**config.mk**
```make
export PLATFORM = sky130hd
export DESIGN_NAME = rotor_stepper
export DESIGN_NICKNAME = d
export VERILOG_FILES = /design/src/rtl/enigma_pkg.sv /design/src/rtl/rotor_counter.sv /design/src/rtl/rotor_stepper.sv
export SDC_FILE = /design/constraint.sdc
export NUM_CORES = 1
export LEC_CHECK = 0
export ABC_AREA = 1
export CAP_MARGIN = 5
export CORE_ASPECT_RATIO = 1.4
export CORE_MARGIN = 5
export CORE_UTILIZATION = 40
export CTS_CLUSTER_SIZE = 20
export DETAILED_ROUTE_END_ITERATION = 8
export SYNTH_ARGS = -nofsm -noshare
export SYNTH_HDL_FRONTEND = slang
export SYNTH_HIERARCHICAL = 1
export SYNTH_SLANG_ARGS = --single-unit
```
**constraint.sdc**
```tcl
create_clock -name clk -period 2.2 [get_ports clk]
set_input_delay 0.55 -clock clk [delete_from_list [all_inputs] [get_ports clk]]
set_output_delay 0.55 -clock clk [all_outputs]
set_load 0.05 [all_outputs]
```
**src/rtl/enigma_pkg.sv**
```systemverilog
// Shared types and constants for the rotor configuration / stepping path.
package enigma_pkg;

  localparam int unsigned NUM_LETTERS  = 26;
  localparam int unsigned LETTER_W     = 5;
  localparam int unsigned NUM_ROTORS   = 3;
  localparam int unsigned NOTCH_1_DEF  = 16;  // 'Q' on the fast rotor
  localparam int unsigned NOTCH_2_DEF  = 4;   // 'E' on the middle rotor

  typedef logic [LETTER_W-1:0] letter_t;

  typedef enum logic [1:0] {
    S_UNCONF = 2'd0,
    S_READY  = 2'd1,
    S_STEP   = 2'd2
  } state_t;

  typedef enum logic [1:0] {
    SEL_ROTOR_1 = 2'b00,
    SEL_ROTOR_2 = 2'b01,
    SEL_ROTOR_3 = 2'b10,
    SEL_COMMIT  = 2'b11
  } sel_t;

  // Modulo-alphabet increment; compares before wrapping so 26..31 never appear.
  function automatic letter_t letter_inc(input letter_t x);
    return (x == letter_t'(NUM_LETTERS - 1)) ? '0 : x + letter_t'(1);
  endfunction

endpackage

```
**src/rtl/rotor_counter.sv**
```systemverilog
// One rotor position register with load, mod-alphabet increment and notch flag.
//   clk, rst      : clock, async active-low reset
//   load/load_val : overwrite the position (wins over inc)
//   inc           : advance one position, wrapping to 0
//   pos           : registered position
//   at_notch      : pos equals NOTCH (decoded from the registered position)
module rotor_counter
  import enigma_pkg::*;
#(
  parameter int unsigned NOTCH = 0
) (
  input  logic    clk,
  input  logic    rst,
  input  logic    load,
  input  letter_t load_val,
  input  logic    inc,
  output letter_t pos,
  output logic    at_notch
);

  // Position register
  always_ff @(posedge clk or negedge rst) begin
    if (!rst) begin
      pos <= '0;
    end else if (load) begin
      pos <= load_val;
    end else if (inc) begin
      pos <= letter_inc(pos);
    end
  end

  assign at_notch = (pos == letter_t'(NOTCH));

endmodule

```
**src/rtl/rotor_stepper.sv**
```systemverilog
// Rotor stepper: captures per-rotor initial positions into shadows, commits them
// atomically to the live rotors, then steps the rotors once per accepted key using
// odometer stepping with the middle-rotor double step.
//   clk, rst                : clock, async active-low reset
//   cfg_valid / cfg_ready   : configuration beat handshake
//   pozitie_rotor_in        : 0..2 selects rotor 1..3, 3 = commit
//   pozitie_initiala_in     : initial position for the selected rotor
//   key_valid / key_ready   : keypress handshake (config has priority)
//   step_done               : pulse, positions show the stepped values
//   configured              : sticky, a commit has succeeded since reset
//   cfg_error               : pulse, previous config beat was rejected
//   pozitie_rotor_1/2/3     : live rotor positions
module rotor_stepper
  import enigma_pkg::*;
#(
  parameter int unsigned NOTCH_1 = NOTCH_1_DEF,
  parameter int unsigned NOTCH_2 = NOTCH_2_DEF
) (
  input  logic       clk,
  input  logic       rst,
  input  logic       cfg_valid,
  output logic       cfg_ready,
  input  logic [1:0] pozitie_rotor_in,
  input  logic [4:0] pozitie_initiala_in,
  input  logic       key_valid,
  output logic       key_ready,
  output logic       step_done,
  output logic       configured,
  output logic       cfg_error,
  output logic [4:0] pozitie_rotor_1,
  output logic [4:0] pozitie_rotor_2,
  output logic [4:0] pozitie_rotor_3
);

  state_t  state, next_state;

  letter_t shadow  [NUM_ROTORS];
  logic    written [NUM_ROTORS];

  logic    cfg_fire, key_fire;
  logic    is_commit, val_ok, all_written;
  logic    commit_ok, cfg_reject;
  logic    notch_1, notch_2, notch_3_unused;

  // Handshake decode from state; key is held off while a config beat is offered
  always_comb begin
    cfg_ready = 1'b0;
    key_ready = 1'b0;
    case (state)
      S_UNCONF: cfg_ready = 1'b1;
      S_READY: begin
        cfg_ready = 1'b1;
        key_ready = ~cfg_valid;
      end
      default: ;
    endcase
  end

  assign cfg_fire    = cfg_valid & cfg_ready;
  assign key_fire    = key_valid & key_ready;
  assign is_commit   = (sel_t'(pozitie_rotor_in) == SEL_COMMIT);
  assign val_ok      = (pozitie_initiala_in < letter_t'(NUM_LETTERS));
  assign all_written = written[0] & written[1] & written[2];
  assign commit_ok   = cfg_fire & is_commit & all_written;
  assign cfg_reject  = cfg_fire & (is_commit ? ~all_written : ~val_ok);

  // State register
  always_ff @(posedge clk or negedge rst) begin
    if (!rst) begin
      state <= S_UNCONF;
    end else begin
      state <= next_state;
    end
  end

  // Next-state logic
  always_comb begin
    next_state = state;
    case (state)
      S_UNCONF: if (commit_ok) next_state = S_READY;
      S_READY:  if (key_fire)  next_state = S_STEP;
      S_STEP:   next_state = S_READY;
      default:  next_state = S_UNCONF;
    endcase
  end

  // Shadow registers and their written flags; a good commit clears all flags
  always_ff @(posedge clk or negedge rst) begin
    if (!rst) begin
      for (int i = 0; i < int'(NUM_ROTORS); i++) begin
        shadow[i]  <= '0;
        written[i] <= 1'b0;
      end
    end else if (commit_ok) begin
      for (int i = 0; i < int'(NUM_ROTORS); i++) begin
        written[i] <= 1'b0;
      end
    end else if (cfg_fire && !is_commit && val_ok) begin
      for (int i = 0; i < int'(NUM_ROTORS); i++) begin
        if (pozitie_rotor_in == 2'(i)) begin
          shadow[i]  <= pozitie_initiala_in;
          written[i] <= 1'b1;
        end
      end
    end
  end

  // Status pulses and sticky configured flag
  always_ff @(posedge clk or negedge rst) begin
    if (!rst) begin
      step_done  <= 1'b0;
      cfg_error  <= 1'b0;
      configured <= 1'b0;
    end else begin
      step_done  <= key_fire;
      cfg_error  <= cfg_reject;
      if (commit_ok) configured <= 1'b1;
    end
  end

  // Live rotors; all step enables come from the pre-step positions
  rotor_counter #(.NOTCH(NOTCH_1)) u_rotor_1 (
    .clk      (clk),
    .rst      (rst),
    .load     (commit_ok),
    .load_val (shadow[0]),
    .inc      (key_fire),
    .pos      (pozitie_rotor_1),
    .at_notch (notch_1)
  );

  // Middle rotor steps on the fast rotor's notch or its own (double step)
  rotor_counter #(.NOTCH(NOTCH_2)) u_rotor_2 (
    .clk      (clk),
    .rst      (rst),
    .load     (commit_ok),
    .load_val (shadow[1]),
    .inc      (key_fire & (notch_1 | notch_2)),
    .pos      (pozitie_rotor_2),
    .at_notch (notch_2)
  );

  // Slow rotor has no downstream rotor, so its notch flag is not consumed
  rotor_counter #(.NOTCH(0)) u_rotor_3 (
    .clk      (clk),
    .rst      (rst),
    .load     (commit_ok),
    .load_val (shadow[2]),
    .inc      (key_fire & notch_2),
    .pos      (pozitie_rotor_3),
    .at_notch (notch_3_unused)
  );

endmodule

```
* Word-level counts from Yosys, hierarchy flattened
Cells that the tools add are included.
** Operators by class
- Bitwise logic cells :: 14
- $add $sub $neg :: 3
- Equality and inequality tests :: 12
- Muxes and demuxes :: 20
- Reduce and logical (&&, ||, !) cells :: 20
- Order comparisons :: 1
** Operators with widths (number)
- $mux W5 :: 9
- $eq A5 B5 Y1 const B :: 4
- $add A5 B1 Y5 const B :: 3
- $reduce_bool A2 Y1 :: 7
- $and A1 B1 Y1 :: 9
- $reduce_and A3 Y1 :: 3
- $reduce_and A2 Y1 :: 4
- $eq A2 B2 Y1 const B :: 3
- $mux W1 :: 6
- $mux W3 :: 2
- $pmux W2 S3 :: 1
- $eq A5 B3 Y1 const B :: 1
- $lt A5 B5 Y1 const B :: 1
- $eq A2 B1 Y1 const B :: 2
- $logic_not A2 Y1 :: 2
- $mux W2 :: 2
- $ne A2 B2 Y1 const B :: 2
- $not A1 Y1 :: 4
- $logic_and A1 B1 Y1 :: 2
- $reduce_or A2 Y1 :: 1
- $logic_not A1 Y1 :: 1
- $or A1 B1 Y1 :: 1
** Storage, ports and cells
- Register bits :: 38

* Logic depth before layout (Yosys ltp)
- Depth after elaboration :: 8
- Mapped depth :: 10
- Depth with buffers taken out :: 10

* Hierarchy
Netlist, hierarchy kept.
** Modules (own cells, without submodules)
- rotor_stepper :: seq. area each 575.6 um2, instances 1, area each 1061.0 um2, cells an instance 120
- rotor_counter (u_rotor_3) :: seq. area each 125.1 um2, instances 1, area each 380.4 um2, cells an instance 52
- rotor_counter (u_rotor_2) :: seq. area each 125.1 um2, instances 1, area each 370.4 um2, cells an instance 48
- rotor_counter (u_rotor_1) :: seq. area each 125.1 um2, instances 1, area each 366.6 um2, cells an instance 47

* Worst setup path after synthesis
Ideal clock, no wire load.
- Path type :: input to output
- Start point :: in cfg_valid
- End point :: out key_ready
- Path slack :: 0.024 ns
- Cell stages on the path :: 1
- Path buffers :: 0
- Data required time :: 1.650 ns
- Arrival time :: 1.626 ns
- Path through :: nor3_1
** On the way
- Longest elaborated chain between the ends :: 2
** Ends and longest elaborated chain
- start, declared :: line rotor_stepper.sv:21 : input logic cfg_valid,
- $not A1 Y1 :: line rotor_stepper.sv:53 : key_ready = ~cfg_valid;
- $mux W1 :: line rotor_stepper.sv:49 : case (state)
- end, declared :: line rotor_stepper.sv:26 : output logic key_ready,
Every way passes these cells.

* Final worst setup path
- Start point :: reg u_rotor_1.pos[3]
- End point :: out pozitie_rotor_1[3]
** RTL lines
- start, declared :: line rotor_counter.sv:17 : output letter_t pos,
- start signal, assigned :: line rotor_counter.sv:26 : pos <= load_val;
- start signal, assigned :: line rotor_counter.sv:28 : pos <= letter_inc(pos);
- end, declared :: line rotor_stepper.sv:30 : output logic [4:0] pozitie_rotor_1,
No word-level cell between the ends.

==> results.toml <==
[run_status]
status = "completed"

[die]
initial_core_util = 0.414
ios = 31
die_w_um = 72.2
core_um2 = 5240
die-area_um2 = 7020
die_h_um = 97.1
num_rows = 31

[global_routing]
grt_pass1_wl_mm = 8.00
grt_max_degree = 39
track_usage = 0.141
antenna_found_initial = 0
use_met2 = 0.227
grtUsageMet3 = 0.0290
use_met1 = 0.183
grt-ovfl-total = 0
grt_pass1_vias = 1701
busiest_layer = "met2"

[worst_setup_path]
crit_fanout = 7
crit_chain = "clkdlybuf4s50_1"
cp.buffers_inverters = 1
cp_slowest_cell = "clkdlybuf4s50_1"
max_stage_delay_ns = 0.85
crit_arrival_ns = 1.60
worstReg2RegStart = "u_rotor_2/pos[0]"
start_kind = "flip-flop"
r2r_slack_ns = 0.51
timing_worst_setup_path_type = "flip-flop to output pin"
required_ns = 1.65
crit_start = "u_rotor_1/pos[3]"
path_delay_family = "buffers and inverters"
worstSetupEndpointType = "output pin"

[timing]
setup_viol = 0
fin_ws_ns = 0.0519
rsz0062_at_grt = "no"
post-route-min-period_ns = 2.15
hold_viol = 0
fmax_ghz = 0.466
period_share = 0.976
maxSlewHeadroom = 0.670
final_max_slew_viol_count = 0
fin_setup_tns_ns = 0
worstMarginPinSlew_ns = 0.494
skew_ns = 0.00387

[layout]
syn_to_final_growth_pct = 21.9
drive_gt1_frac = 0.173
final_common_cell = "nand2_1"
fillers = 521
layout_common_cells = "91 x nand2_1, 38 x dfrtp_1, 31 x nand4_1"
antenna_cells = 0
final_nets = 326
final_util = 0.505

[pwr]
power_leakage_uw = 0.00137
ir_drop_mv = 0.566
power_density_nw_per_um2 = 1180

[detailed_routing]
post_drt_wl_per_cell_um = 12.3
routed_wirelength_mm = 4.57
drt_first_pass_iters = 4
drt_iter0_markers = 87
vias = 1859
drcViolationCount = 0
ant_nets = 0
viasPerCell = 5.00

[yosys]
synth_nets = 285
yosysWarnings = 6
syn_inst = 265
syn_area_per_cell_um2 = 8.19
syn_area_um2 = 2170

[clocking]
cts_root_buf = "clkbuf_8"
cts_buffer_depth = 2
clock_sinks = 38
hold_buffers = 0
cts_resized = 0
post_cts_buffers = 0
clock_latency_ns = 0.29
clkTransAtPathRegs_ns = 0.07
htree_levels = 2
cts_buffers = 5
cts_tree = "built"

[placement]
port_buffers = 30
hpwl_mm = 3.36
pre_cts_slack_ns = 0.0851
place_congestion = 0.822

[job]
maxCapViolCount = 0

[worst_hold_path]
min_path_type = "input pin to asynchronous set/reset pin"
[power breakdown]
group	internal, uW	switching [uW]
logic	525	948
registers	932	280
clock network	213	234
total	1670	1460
[per-stage QoR]
stage / hold slack (ns) / std cells / total power (uW) / instance area (um^2)
global placement: 0.457 / 365 / 2700 / 2560
CTS: 0.323 / 372 / 3170 / 2640
finish: 0.294 / 372 / 3130 / 2640
global route: 0.361 / 372 / 3360 / 2640
detailed placement: 0.459 / 365 / 2710 / 2560
floorplan: 0.254 / 265 / 2250 / 2170
[path summary, 6_finish.rpt]
path,to,cells past startpoint
max reg2reg,u_rotor_3/pos[4],10
min in group clk,configured,1
max in group asynchronous,u_rotor_3/pos[3],2
max,pozitie_rotor_1[3],1
min reg2reg,configured,1
min,u_rotor_1/pos[4],2
[state kept, by name (all words and copies together) (netlist names)]
register       count
u_rotor_3/pos      5
shadow            15
configured         1
u_rotor_2/pos      5
cfg_error          1
state              2
u_rotor_1/pos      5
step_done          1
written            3
[area by class of cell]
cell class,instances,area [um^2],share of cell area
multi-input combinational,188,1040,0.392
sequential,38,951,0.360
timing repair buffer,39,365,0.138
inverter,34,130,0.0492
tap,66,82.6,0.0312
clock buffer,5,68.8,0.0260
clock inverter,2,10.0,0.00379
[per-layer routing]
metal / share of wire / wire [um]
met5: 0 / 0
met4: 0.018 / 81
met3: 0.044 / 200
met2: 0.49 / 2260
met1: 0.44 / 2030
No activity file was read; power rests on OpenSTA's default activity.
